File: src/rtl/tri_issue_queue_pkg.sv
// Shared types and sizes for the rast triangle-input issue queue.
// Coordinates and colors are fixed-point words that pass through untouched
// (10 fraction bits), so no fraction-width parameter is needed here.
package tri_issue_queue_pkg;

  localparam int SIGFIG = 24;
  localparam int VERTS  = 3;
  localparam int AXIS   = 3;
  localparam int COLORS = 3;
  localparam int DEPTH  = 4;
  localparam int PTR_W  = $clog2(DEPTH);
  localparam int CNT_W  = PTR_W + 1;

  localparam logic [3:0] SUBSAMPLE_RST = 4'b1000;

  typedef logic signed [VERTS-1:0][AXIS-1:0][SIGFIG-1:0] tri_t;
  typedef logic [COLORS-1:0][SIGFIG-1:0]                  color_t;

  // One queued triangle: geometry plus its color.
  typedef struct packed {
    tri_t   tri_d;
    color_t color_d;
  } entry_t;

  localparam int ENTRY_W = $bits(entry_t);

  typedef enum logic [0:0] {
    CFG_IDLE = 1'b0,
    CFG_WAIT = 1'b1
  } cfg_state_e;

  // Occupancy after one cycle of optional push and pop.
  function automatic logic [CNT_W-1:0] next_count(input logic [CNT_W-1:0] cnt,
                                                  input logic push,
                                                  input logic pop);
    logic [CNT_W-1:0] res;
    case ({push, pop})
      2'b10:   res = cnt + CNT_W'(1);
      2'b01:   res = cnt - CNT_W'(1);
      default: res = cnt;
    endcase
    return res;
  endfunction

endpackage

File: src/rtl/tri_issue_queue_if.sv
// Triangle stream bundle: upstream valid/ready push side and the R10 rast side.
interface tri_issue_queue_if;
  import tri_issue_queue_pkg::*;

  logic   in_valid;
  logic   in_ready;
  tri_t   in_tri;
  color_t in_color;
  tri_t   tri_R10S;
  color_t color_R10U;
  logic   validTri_R10H;
  logic   halt_RnnnnL;

  // Producer / rast environment side.
  modport master (
    output in_valid, in_tri, in_color, halt_RnnnnL,
    input  in_ready, tri_R10S, color_R10U, validTri_R10H
  );

  // Issue queue side.
  modport slave (
    input  in_valid, in_tri, in_color, halt_RnnnnL,
    output in_ready, tri_R10S, color_R10U, validTri_R10H
  );

endinterface

File: src/rtl/tri_issue_queue_fifo.sv
// DEPTH-entry synchronous FIFO holding triangles waiting for the R10 register.
// Head data is read combinationally so the top can pop straight into R10.
module tri_issue_queue_fifo
  import tri_issue_queue_pkg::*;
(
  input  logic               clk,
  input  logic               rst_n,
  input  logic               push,
  input  logic               pop,
  input  logic [ENTRY_W-1:0] wdata,
  output logic [ENTRY_W-1:0] rdata,
  output logic               full,
  output logic               empty,
  output logic [CNT_W-1:0]   count
);

  logic [ENTRY_W-1:0] mem_r [DEPTH];
  logic [PTR_W-1:0]   wr_ptr_r;
  logic [PTR_W-1:0]   rd_ptr_r;
  logic [CNT_W-1:0]   count_r;
  logic               push_s;
  logic               pop_s;

  // Guard the handshake so a stray push at full or pop at empty cannot corrupt state.
  always_comb begin
    push_s = push & ~full;
    pop_s  = pop & ~empty;
  end

  assign full  = (count_r == CNT_W'(DEPTH));
  assign empty = (count_r == {CNT_W{1'b0}});
  assign count = count_r;
  assign rdata = mem_r[rd_ptr_r];

  // Storage write port; entries are cleared on reset so no stale triangle is visible.
  always_ff @(posedge clk or negedge rst_n) begin
    if (!rst_n) begin
      for (int i = 0; i < DEPTH; i++) begin
        mem_r[i] <= {ENTRY_W{1'b0}};
      end
    end else if (push_s) begin
      mem_r[wr_ptr_r] <= wdata;
    end
  end

  // Pointers wrap naturally at DEPTH; count tracks occupancy.
  always_ff @(posedge clk or negedge rst_n) begin
    if (!rst_n) begin
      wr_ptr_r <= {PTR_W{1'b0}};
      rd_ptr_r <= {PTR_W{1'b0}};
      count_r  <= {CNT_W{1'b0}};
    end else begin
      if (push_s) begin
        wr_ptr_r <= wr_ptr_r + PTR_W'(1);
      end
      if (pop_s) begin
        rd_ptr_r <= rd_ptr_r + PTR_W'(1);
      end
      count_r <= next_count(count_r, push_s, pop_s);
    end
  end

endmodule

File: src/rtl/tri_issue_queue.sv
// Transmit side of the rast triangle input: queues upstream triangles, presents
// them on the R10 register under halt backpressure, and swaps the screen /
// subsample configuration only while the pipe input is fully drained.
module tri_issue_queue
  import tri_issue_queue_pkg::*;
(
  input  logic                clk,
  input  logic                rst,
  tri_issue_queue_if.slave    bus,
  input  logic                cfg_valid,
  output logic                cfg_ready,
  input  logic [2*SIGFIG-1:0] cfg_screen,
  input  logic [3:0]          cfg_subsample,
  output logic [2*SIGFIG-1:0] screen_RnnnnS,
  output logic [3:0]          subSample_RnnnnU,
  output logic [31:0]         issued_cnt
);

  cfg_state_e          state_r;
  cfg_state_e          state_nxt_s;
  logic                cfg_load_s;
  logic                cfg_ready_r;
  logic [2*SIGFIG-1:0] screen_r;
  logic [3:0]          subsample_r;
  logic [31:0]         issued_cnt_r;

  logic                in_ready_r;
  logic                in_ready_nxt_s;
  logic                valid_r;
  logic                valid_nxt_s;
  entry_t              r10_r;
  entry_t              r10_nxt_s;

  logic                push_s;
  logic                xfer_s;
  logic                load_en_s;
  logic                bypass_s;
  logic                fifo_push_s;
  logic                fifo_pop_s;
  entry_t              in_entry_s;
  entry_t              fifo_rdata_s;
  logic                fifo_full_s;
  logic                fifo_empty_s;
  logic [CNT_W-1:0]    fifo_count_s;
  logic [CNT_W-1:0]    count_nxt_s;

  tri_issue_queue_fifo u_fifo (
    .clk   (clk),
    .rst_n (rst),
    .push  (fifo_push_s),
    .pop   (fifo_pop_s),
    .wdata (in_entry_s),
    .rdata (fifo_rdata_s),
    .full  (fifo_full_s),
    .empty (fifo_empty_s),
    .count (fifo_count_s)
  );

  // Handshake decode: R10 can reload when empty or draining; an empty queue is bypassed.
  always_comb begin
    in_entry_s.tri_d   = bus.in_tri;
    in_entry_s.color_d = bus.in_color;
    push_s      = bus.in_valid & in_ready_r;
    xfer_s      = valid_r & bus.halt_RnnnnL;
    load_en_s   = ~valid_r | bus.halt_RnnnnL;
    bypass_s    = push_s & load_en_s & fifo_empty_s;
    fifo_pop_s  = load_en_s & ~fifo_empty_s;
    fifo_push_s = push_s & ~bypass_s & ~fifo_full_s;
    count_nxt_s = next_count(fifo_count_s, fifo_push_s, fifo_pop_s);
  end

  // R10 next value: queue head first, else the bypassed input, else go idle.
  always_comb begin
    r10_nxt_s   = r10_r;
    valid_nxt_s = valid_r;
    if (load_en_s) begin
      if (!fifo_empty_s) begin
        r10_nxt_s   = fifo_rdata_s;
        valid_nxt_s = 1'b1;
      end else if (bypass_s) begin
        r10_nxt_s   = in_entry_s;
        valid_nxt_s = 1'b1;
      end else begin
        valid_nxt_s = 1'b0;
      end
    end else begin
      r10_nxt_s   = r10_r;
      valid_nxt_s = valid_r;
    end
  end

  // Config FSM next state; the cfg_ready guard stops a held cfg_valid from re-triggering.
  always_comb begin
    state_nxt_s = state_r;
    cfg_load_s  = 1'b0;
    case (state_r)
      CFG_IDLE: begin
        if (cfg_valid && !cfg_ready_r) begin
          state_nxt_s = CFG_WAIT;
        end else begin
          state_nxt_s = CFG_IDLE;
        end
      end
      CFG_WAIT: begin
        if (fifo_empty_s && !valid_r && bus.halt_RnnnnL) begin
          cfg_load_s  = 1'b1;
          state_nxt_s = CFG_IDLE;
        end else begin
          state_nxt_s = CFG_WAIT;
        end
      end
      default: begin
        state_nxt_s = CFG_IDLE;
      end
    endcase
    in_ready_nxt_s = (state_nxt_s == CFG_IDLE) && (count_nxt_s < CNT_W'(DEPTH));
  end

  // Config FSM state register.
  always_ff @(posedge clk or negedge rst) begin
    if (!rst) begin
      state_r <= CFG_IDLE;
    end else begin
      state_r <= state_nxt_s;
    end
  end

  // R10 output register and registered upstream ready.
  always_ff @(posedge clk or negedge rst) begin
    if (!rst) begin
      r10_r      <= '{tri_d: '0, color_d: '0};
      valid_r    <= 1'b0;
      in_ready_r <= 1'b1;
    end else begin
      r10_r      <= r10_nxt_s;
      valid_r    <= valid_nxt_s;
      in_ready_r <= in_ready_nxt_s;
    end
  end

  // Screen/subsample registers, the one-cycle accept pulse and the transfer counter.
  always_ff @(posedge clk or negedge rst) begin
    if (!rst) begin
      cfg_ready_r  <= 1'b0;
      screen_r     <= {(2*SIGFIG){1'b0}};
      subsample_r  <= SUBSAMPLE_RST;
      issued_cnt_r <= 32'd0;
    end else begin
      cfg_ready_r <= cfg_load_s;
      if (cfg_load_s) begin
        screen_r    <= cfg_screen;
        subsample_r <= cfg_subsample;
      end
      if (xfer_s) begin
        issued_cnt_r <= issued_cnt_r + 32'd1;
      end
    end
  end

  assign bus.in_ready      = in_ready_r;
  assign bus.tri_R10S      = r10_r.tri_d;
  assign bus.color_R10U    = r10_r.color_d;
  assign bus.validTri_R10H = valid_r;
  assign cfg_ready         = cfg_ready_r;
  assign screen_RnnnnS     = screen_r;
  assign subSample_RnnnnU  = subsample_r;
  assign issued_cnt        = issued_cnt_r;

endmodule

File: src/flat_wrapper.sv
// flat-port wrapper written by rule: the top's interface ports become plain ports
module tri_issue_queue_flat import tri_issue_queue_pkg::*;
  (clk, rst, cfg_valid, cfg_ready, cfg_screen, cfg_subsample, screen_RnnnnS, subSample_RnnnnU, issued_cnt, bus_in_valid, bus_in_tri, bus_in_color, bus_halt_RnnnnL, bus_in_ready, bus_tri_R10S, bus_color_R10U, bus_validTri_R10H);
  tri_issue_queue_if bus_i ();
  input  logic clk;
  input  logic rst;
  input  logic cfg_valid;
  output logic cfg_ready;
  input  logic [2*SIGFIG-1:0] cfg_screen;
  input  logic [3:0] cfg_subsample;
  output logic [2*SIGFIG-1:0] screen_RnnnnS;
  output logic [3:0] subSample_RnnnnU;
  output logic [31:0] issued_cnt;
  input wire logic [$bits(bus_i.in_valid)-1:0] bus_in_valid;
  input wire logic [$bits(bus_i.in_tri)-1:0] bus_in_tri;
  input wire logic [$bits(bus_i.in_color)-1:0] bus_in_color;
  input wire logic [$bits(bus_i.halt_RnnnnL)-1:0] bus_halt_RnnnnL;
  output wire logic [$bits(bus_i.in_ready)-1:0] bus_in_ready;
  output wire logic [$bits(bus_i.tri_R10S)-1:0] bus_tri_R10S;
  output wire logic [$bits(bus_i.color_R10U)-1:0] bus_color_R10U;
  output wire logic [$bits(bus_i.validTri_R10H)-1:0] bus_validTri_R10H;
  assign bus_i.in_valid = bus_in_valid;
  assign bus_i.in_tri = bus_in_tri;
  assign bus_i.in_color = bus_in_color;
  assign bus_i.halt_RnnnnL = bus_halt_RnnnnL;
  assign bus_in_ready = bus_i.in_ready;
  assign bus_tri_R10S = bus_i.tri_R10S;
  assign bus_color_R10U = bus_i.color_R10U;
  assign bus_validTri_R10H = bus_i.validTri_R10H;
  tri_issue_queue u_core (.clk(clk), .rst(rst), .bus(bus_i), .cfg_valid(cfg_valid), .cfg_ready(cfg_ready), .cfg_screen(cfg_screen), .cfg_subsample(cfg_subsample), .screen_RnnnnS(screen_RnnnnS), .subSample_RnnnnU(subSample_RnnnnU), .issued_cnt(issued_cnt));
endmodule
File: config.mk
export PLATFORM = sky130hd
export DESIGN_NAME = tri_issue_queue_flat
export DESIGN_NICKNAME = d
export VERILOG_FILES = /design/src/rtl/tri_issue_queue_pkg.sv /design/src/rtl/tri_issue_queue_if.sv /design/src/rtl/tri_issue_queue_fifo.sv /design/src/rtl/tri_issue_queue.sv /design/src/flat_wrapper.sv
export SDC_FILE = /design/constraint.sdc
export NUM_CORES = 2
export LEC_CHECK = 0
export ABC_AREA = 1
export CORE_ASPECT_RATIO = 1.1
export CORE_MARGIN = 2
export CORE_UTILIZATION = 55
export DETAILED_ROUTE_END_ITERATION = 16
export HOLD_SLACK_MARGIN = 0.06
export PLACE_DENSITY_LB_ADDON = 0.08
export SLEW_MARGIN = 20
export SYNTH_ARGS = -nofsm -noshare
export SYNTH_HDL_FRONTEND = slang
export SYNTH_HIERARCHICAL = 1
export SYNTH_SLANG_ARGS = --single-unit
export TNS_END_PERCENT = 20
File: constraint.sdc
create_clock -name clk -period 5.85 [get_ports clk]
set_clock_uncertainty 0.05 [all_clocks]
set_input_delay 1.17 -clock clk [delete_from_list [all_inputs] [get_ports clk]]
set_output_delay 1.17 -clock clk [all_outputs]
set_load 0.01 [all_outputs]
======== After elaboration in Yosys (flattened, before gate mapping) ========
Index checks and enable logic that the tools add are counted.
cells by class
  $add $sub $neg .......................... 5
  $lt $le $gt $ge ......................... 4
  equal/unequal tests ..................... 6
  mux-type cells .......................... 17
  bitwise gates (word level) .............. 18
  reductions and logical operators ........ 10
operators with widths
  operator                                                                       count
  288-bit two-way mux                                                            5
  1152-bit bitwise mux                                                           1
  288-bit binary-select mux with 2-bit select                                    1
  288-bit demux with 2-bit select                                                1
  32-bit by 1-bit adder with 32-bit output (second input constant)               1
  3-bit case mux with 2 select lines                                             2
  1-bit AND                                                                      9
  3-bit greater-or-equal comparator (second input constant)                      2
  1-bit two-way mux                                                              6
  1-bit NOT                                                                      6
  2-bit NOT with 3-bit output                                                    2
  1-bit logical AND                                                              5
  2-bit by 1-bit adder with 2-bit output (second input constant)                 2
  2-bit by 1-bit equality test with 1-bit output (second input constant)         2
  2-bit equality test (second input constant)                                    2
  3-bit by 1-bit adder with 3-bit output (second input constant)                 1
  3-bit equality test (second input constant)                                    1
  3-bit zero test                                                                1
  3-bit by 1-bit less-than comparator with 1-bit output (second input constant)  1
  3-bit less-than comparator (second input constant)                             1
  3-bit by 1-bit subtractor with 3-bit output (second input constant)            1
  1-bit zero test                                                                2
  2-bit by 1-bit != test with 1-bit output (second input constant)               1
  1-bit case mux with 2 select lines                                             1
  other kinds (3)                                                                3
storage, ports and cells
  bits in registers ....................... 1535
  input bits .............................. 345
  output and inout port bits .............. 375
  word-level logic and storage cells ...... 86

======== Logic depth before layout (Yosys ltp) ========
  depth in word-level cells ............... 11
  mapped depth ............................ 20
  gate-level depth less buffers ........... 15

======== Modules after synthesis ========
The synthesis kept the hierarchy.
by module, submodules not included
  module                times used  cells each  area an instance (um^2)  seq. area each (um^2)
  tri_issue_queue_fifo  1           7095        56713.1                  29002.8
  tri_issue_queue       1           2310        17843.4                  9411.5

======== Least setup slack after synthesis ========
No wires, ideal clock.
  path type ............................... input to register
  start ................................... input bus_halt_RnnnnL
  end ..................................... register u_core.u_fifo.count_r[1] (netlist: u_core/u_fifo/count[1])
  library setup time ...................... 83 ps
  data arrival time ....................... 2794 ps
  required time ........................... 5717 ps
  path slack .............................. 2923 ps
  stages on the path ...................... 12
  buffers on the path ..................... 2
  cells stage by stage .................... nor2_2 > inv_1 > nand2_1 > nand3_1 > inv_1 > buf_4 > buf_2 > nand2_1 > ha_1 > inv_1 > fa_1 > o21ai_0
between the ends
  cells in the longest elaborated chain, start to end .. 9
  elaborated cells on any way between the ends .. 13
  those cells by class .................... eq/ne: 2; mux: 1; bitwise: 9; reduce/logical: 1
RTL lines
  item                                                                                   line                        source
  start, declared                                                                        flat_wrapper.sv:17          input wire logic [$bits(bus_i.halt_RnnnnL)-1:0] bus_halt_RnnnnL;
  1-bit OR (*)                                                                           tri_issue_queue.sv:65       load_en_s = ~valid_r | bus.halt_RnnnnL;
  1-bit AND (*) (2 in a row)                                                             tri_issue_queue.sv:66       bypass_s = push_s & load_en_s & fifo_empty_s;
  1-bit NOT (*)                                                                          tri_issue_queue.sv:68       fifo_push_s = push_s & ~bypass_s & ~fifo_full_s;
  1-bit AND (*) (2 in a row)                                                             tri_issue_queue.sv:68
  net u_core.fifo_push_s                                                                 tri_issue_queue.sv:38       logic fifo_push_s;
  1-bit AND (*)                                                                          tri_issue_queue_fifo.sv:26  push_s = push & ~full;
  2-bit by 1-bit equality test with 1-bit output or 2-bit equality test (tied branches)  tri_issue_queue_pkg.sv:37   case ({push, pop})
  3-bit case mux with 2 select lines or 2-bit nonzero test (tied branches)               n/a
  end signal, assigned                                                                   tri_issue_queue_fifo.sv:51  count_r <= {CNT_W{1'b0}};
  end signal, assigned                                                                   tri_issue_queue_fifo.sv:59  count_r <= next_count(count_r, push_s, pop_s);
  end, declared                                                                          tri_issue_queue_fifo.sv:20  logic [CNT_W-1:0] count_r;
Mark *: on every way through the listed nets, which the timed path passes. The rest lies on a longest branch.
A chain may end at the register's enable or synchronous reset.

======== Final worst setup path ========
  start ................................... register u_core.u_fifo.count_r[2] (netlist: u_core/u_fifo/count[2])
  end ..................................... register u_core/u_fifo/mem_r[215] (netlist bit)
between the ends
  cells in the longest elaborated chain, start to end .. 6
  elaborated cells on any way between the ends .. 8
  those cells by class .................... eq/ne: 1; bitwise: 6; reduce/logical: 1
RTL lines
  item                           line                        source
  3-bit zero test                tri_issue_queue_fifo.sv:31  assign empty = (count_r == {CNT_W{1'b0}});
  net u_core.fifo_empty_s        tri_issue_queue.sv:43       logic fifo_empty_s;
  1-bit AND                      tri_issue_queue.sv:66
  1-bit NOT                      tri_issue_queue.sv:68
  1-bit AND (2 in a row)         tri_issue_queue.sv:68
  net u_core.fifo_push_s         tri_issue_queue.sv:38
  1-bit AND                      tri_issue_queue_fifo.sv:26
  end signal, assigned by index  tri_issue_queue_fifo.sv:39  mem_r[i] <= {ENTRY_W{1'b0}};
  end signal, assigned by index  tri_issue_queue_fifo.sv:42  mem_r[wr_ptr_r] <= wdata;
  end, declared                  tri_issue_queue_fifo.sv:17  logic [ENTRY_W-1:0] mem_r [DEPTH];
The timed path passes the listed nets, and every way through them passes these cells.

==> flow_metrics.tcl <==
set metrics [dict create \
    status "finished, final reports clean" \
    clockBufferDepth 3 \
    cts_sinks 1535 \
    clock.fmax_mhz 251 \
    avgSynthCellArea_um2 7.93 \
    maxCapViolations 0 \
    grt_remaining_overflow 0 \
    tightest_slew_ns 1.23 \
    clk_pin_slew_ns 0.06 \
    ff2ff_setup_slack_ns 1.87 \
    io_pins 720 \
    yosysWarnings 6 \
    rows 141 \
    syn_area_um2 74600 \
    grt_start_max_net_pins 244 \
    synth-seq-cells 1535 \
    crit_path_end "u_core/u_fifo/mem_r[215]" \
    rsz0062_at_grt "no" \
    drt_iter0_markers 8223 \
    crit_arrival_ns 4.60 \
    synth_nets 9759 \
    firstDrtPassIters 7 \
    multi_input_area_um2 30300 \
    crit_start "u_core/u_fifo/count[2]" \
    r2r_end "u_core/u_fifo/mem_r[215]" \
    place_congestion 0.818 \
    fin_setup_tns_ns 0 \
    whs_ns 0.269 \
    layout_common_cells "nand2_1 (3116), dfrtp_1 (1532), nand4_1 (1163)" \
    drive_gt1_frac 0.0369 \
    grt_pass1_wl_um 369000 \
    min_period_ns 3.98 \
    final_common_cell "nand2_1" \
    io_buffers 719 \
    die_area_um2 139000 \
    cts_setup_buffers 0 \
    fin_nets 9894 \
    hpwlAfterDp_um 123000 \
    cts_htree_levels 4 \
    regArea_um2 38400 \
    p_leak_uw 0.0425 \
    syn_inst 9405 \
    start_util 0.555 \
    route.detailed.drc 0 \
    n_fill_cell 11600 \
    ys_seq_area_frac 0.515 \
    post_cts_resized 0 \
    required_ns 6.47 \
    antenna_found_initial 27 \
    synth_cell_types 29 \
    synth_top_flop_cell "dfrtp_1" \
    cts_buffers 162 \
    insertion_delay_ns 0.79 \
    final_area_um2 86100 \
    wl_per_cell_um 20.3 \
    num_vias 67700 \
    fp.dieH_um 390 \
    drtAntennaViolNets 0 \
    hold_viol 0 \
    die_w_um 355 \
    min-delay-path-class "input port to async pin" \
    fin_cells 11500 \
    cellPowerDensity_nw_per_um2 552 \
    worstSetupStartpointType "register" \
    r2r-start "u_core/u_fifo/count[2]" \
    place_area_um2 80700 \
    clk_root_buffer_cell "clkbuf_16" \
    routed_wl_um 232000 \
    vdd_drop_max_uv 608 \
    grt_pass1_vias 65400 \
    min_period_over_period 0.680 \
    path_class "register to register" \
    worst-path-max-fanout 151 \
    synth_edf_count 0 \
    relSlewSlack 0.181 \
    setup_viol 0 \
    routed_via_density 5.91 \
    power_uw 47500 \
    core_area_um2 134000 \
    syn2layout_area_growth_pct 15.4 \
    dp.cells 11200 \
    cts_tree "built" \
    ff2ff_path_depth 10 \
    track_usage 0.331 \
    postCtsHoldBufs 0 \
    drv_slew 0 \
    async_reset_ff_frac 1.00 \
    timing.critical_path.to_type "register" \
]
==> critical path, stage by stage, from the launching register on <==
cell and delay [ns]:
dfrtp_1 0.52, inv_1 0.13, nand2_1 0.23, inv_8 0.27
nand2_1 0.16, nand3_1 0.33, inv_8 0.54, nand3_4 0.53
buf_12 0.46, nand2_1 0.24, nand2_1 0.07
==> registers in the layout, indices dropped and copies added, names as in the netlist <==
name                      flops
u_core/bus.color_R10U        72
u_core/bus.in_ready           1
u_core/bus.tri_R10S         216
u_core/bus.validTri_R10H      1
u_core/cfg_ready              1
u_core/issued_cnt            32
u_core/screen_RnnnnS         48
u_core/state_r                1
u_core/subSample_RnnnnU       4
u_core/u_fifo/count           3
u_core/u_fifo/mem_r        1152
u_core/u_fifo/rd_ptr_r        2
u_core/u_fifo/wr_ptr_r        2
==> layer usage <==
| metal | share of wire | global-route usage | vias up |
|---|---|---|---|
| met2 | 0.47 | 0.526 | 3002 |
| met1 | 0.42 | 0.454 | 32700 |
| met4 | 0.031 | 0.121 | 26 |
| li1 | - | - | 31500 |
| met3 | 0.086 | 0.0618 | 415 |
| met5 | 0.00072 | 0 | - |
==> area by class of cell <==
class,instances,area share
diodes,16,0.000465
clock buffers,243,0.0555
clock inverters,38,0.00705
inverters,339,0.0152
multi-input cells,6694,0.352
flip-flops and latches,1535,0.446
well taps,1787,0.0260
repair buffers,808,0.0978
==> report_power, final <==
| part | internal [µW] | switching (µW) |
|---|---|---|
| clock network | 6270 | 4270 |
| logic | 6740 | 13100 |
| registers | 14700 | 2410 |
| total | 27700 | 19800 |
==> synth_stat cells, types with 13 or more instances <==
library cell	n	area (µm²)
buf_1	71	267
buf_2	395	1980
buf_4	60	450
buf_6	105	1180
clkbuf_1	206	773
dfrtp_1	1533	38400
inv_1	333	1250
nand2_1	3116	11700
nand3_1	22	110
nand4_1	1163	7280
nor2_1	890	3340
o21ai_0	734	3670
o21ai_1	708	3540
xnor2_1	13	114
==> worst min path at each step <==
stage,startpoint,endpoint
after CTS,rst,u_core/bus.tri_R10S[72]
after detailed placement,u_core/u_fifo/mem_r[588],u_core/u_fifo/mem_r[588]
after global placement,u_core/u_fifo/mem_r[590],u_core/u_fifo/mem_r[590]
after floorplan,u_core/u_fifo/mem_r[0],u_core/u_fifo/mem_r[0]
after global routing,rst,u_core/issued_cnt[18]
final,rst,u_core/issued_cnt[20]
==> cell families after synthesis <==
logic type,synth area share
XOR/XNOR,0.00294
adder cells (fa/ha/maj),0.00161
flip-flops,0.515
AND/OR/NAND/NOR,0.304
AO/OA/AOI/OAI,0.0970
buffers and inverters,0.0794
==> through the flow <==
stage / setup slack [ns] / util
2_1_floorplan: 2.92 / -
3_3_place_gp: 1.46 / 0.600
3_5_place_dp: 1.37 / 0.600
4_1_cts: 1.97 / 0.640
5_1_grt: 1.70 / 0.640
6_report: 1.87 / 0.640
Power figures use the tool's default switching activity.
==> patch (same settings) <==
Make the reset (`rst` and `rst_n`) synchronous in 5 clocked blocks.
--- a/src/rtl/tri_issue_queue_fifo.sv
+++ b/src/rtl/tri_issue_queue_fifo.sv
@@ -34,5 +34,5 @@
 
   // Storage write port; entries are cleared on reset so no stale triangle is visible.
-  always_ff @(posedge clk or negedge rst_n) begin
+  always_ff @(posedge clk) begin
     if (!rst_n) begin
       for (int i = 0; i < DEPTH; i++) begin
@@ -45,5 +45,5 @@
 
   // Pointers wrap naturally at DEPTH; count tracks occupancy.
-  always_ff @(posedge clk or negedge rst_n) begin
+  always_ff @(posedge clk) begin
     if (!rst_n) begin
       wr_ptr_r <= {PTR_W{1'b0}};
--- a/src/rtl/tri_issue_queue.sv
+++ b/src/rtl/tri_issue_queue.sv
@@ -118,5 +118,5 @@
 
   // Config FSM state register.
-  always_ff @(posedge clk or negedge rst) begin
+  always_ff @(posedge clk) begin
     if (!rst) begin
       state_r <= CFG_IDLE;
@@ -127,5 +127,5 @@
 
   // R10 output register and registered upstream ready.
-  always_ff @(posedge clk or negedge rst) begin
+  always_ff @(posedge clk) begin
     if (!rst) begin
       r10_r      <= '{tri_d: '0, color_d: '0};
@@ -140,5 +140,5 @@
 
   // Screen/subsample registers, the one-cycle accept pulse and the transfer counter.
-  always_ff @(posedge clk or negedge rst) begin
+  always_ff @(posedge clk) begin
     if (!rst) begin
       cfg_ready_r  <= 1'b0;
Check against the original RTL: not settled (the Yosys comparison gave no result); the edit may change what the design does.
==> patch against the original RTL <==
  * Critical path type unchanged
  * Sequential cell count grew 2
  * Worst setup slack gained 0.25 ns
  * Design area shrank 6.2%
  * Synthesized cell count shrank 28%
  * Largest cell class unchanged
  * Wire length shrank 16%
  * Synthesized area shrank 9.5%
  * Highest routed layer unchanged
Power is not compared: it rests on default switching activity, and its combinational part moved more than twofold at a synthesized area within 25%.
==> patch: results (changes against the original RTL) <==
[routing]
dr.pass1.iters = 5  ; was 7
drt_iter0_drc = 5218  ; was 8223
met2_wirelength_um = 91300  ; was 108000 um
wl_met1_um = 78700  ; was 96700 um
wirelength_um = 194000  ; was 232000 um
wl_met3_um = 17400  ; was 19900 um

[timing]
hold_slack_ns = 0.422  ; was 0.269 ns
slew_headroom = 0.238  ; was 0.181

[synthesis]
synth-edff-count = 1152  ; was 0
ys_types = 37  ; was 29
syn_nets = 7111  ; was 9759
synth-xor-area-share = 0.000909  ; was 0.00294
synthTopCellsByCount = nor2_1, edfxtp_1, nand2_1  ; was nand2_1, dfrtp_1, nand4_1
synthAdderAreaFrac = 0.00104  ; was 0.00161
syn_avg_cell_area_um2 = 9.98  ; was 7.93 um2
async_reset_ff_frac = 0  ; was 1.00
synth_area_leaders = edfxtp_1, dfxtp_1, nor2_1  ; was dfrtp_1, nand2_1, nand4_1
synth-compound-area-share = 0.127  ; was 0.0970
ys_seq_area_frac = 0.627  ; was 0.515

[global_route]
use_met2 = 0.487  ; was 0.526
gr-usage-all-layers = 0.304  ; was 0.331
grt_util_met1 = 0.413  ; was 0.454
grt_pass1_wl_um = 293000  ; was 369000 um
met3_usage = 0.0541  ; was 0.0618
antenna_found_initial = 4  ; was 27
grt_start_max_net_pins = 320  ; was 244

[setup_path]
rr_worst_depth = 9  ; was 10
r2r-start = u_core/u_fifo/count[2]  ; unchanged
worst-path-max-fanout = 140  ; was 151
crit_path_end = u_core/bus.tri_R10S[24]  ; was u_core/u_fifo/mem_r[215]
arrival_ns = 4.38  ; was 4.60 ns
crit_family = buffers and inverters  ; was simple AND/OR/NAND/NOR gates
r2r_slack_ns = 2.12  ; was 1.87 ns

[clock_network]
cts_inserted_buffers = 156  ; was 162

[place]
dp_hpwl_um = 106000  ; was 123000 um
place_area_um2 = 75400  ; was 80700 um2
gp_congestion = 0.811  ; was 0.818
dpl.cell_count = 8671  ; was 11200

[final_layout]
final_nets = 7549  ; was 9894
fill_cells = 9574  ; was 11600

[min_path]
hold_path_class = flop to flop  ; was primary input to asynchronous set/reset pin

[run_status]
status = finished, final reports clean  ; unchanged

[patch: cell count changes after synthesis, sizes merged, moves of 143 or more]
cell	delta
edfxtp	+1152
inv	+306
nor2	+619
nand2	-2455
buf	-459
o22ai	+288
nand4	-1157
o21ai	-556
nor3	+282
clkbuf	+143
a31oi	+288
dfrtp	-1533
dfxtp	+385
[patch: area by class of cell]
type,instances,area (um2),share of cell area
Clock buffer,239,4680,0.0580
Tap cell,1632,2040,0.0253
Clock inverter,53,538,0.00667
Multi-Input combinational cell,4055,20200,0.251
Antenna cell,1,2.50,0.0000310
Inverter,648,2490,0.0309
Timing Repair Buffer,801,8410,0.104
Sequential cell,1537,42300,0.524
[patch: power groups by stage]
stage	clock, uW	sequential (uW)	combinational [uW]
finish	10100	14200	9780
global route	10700	14300	10600
CTS	10200	14200	9750
detailed placement	0	14400	9700
global placement	0	14400	9580
floorplan	0	14600	5330
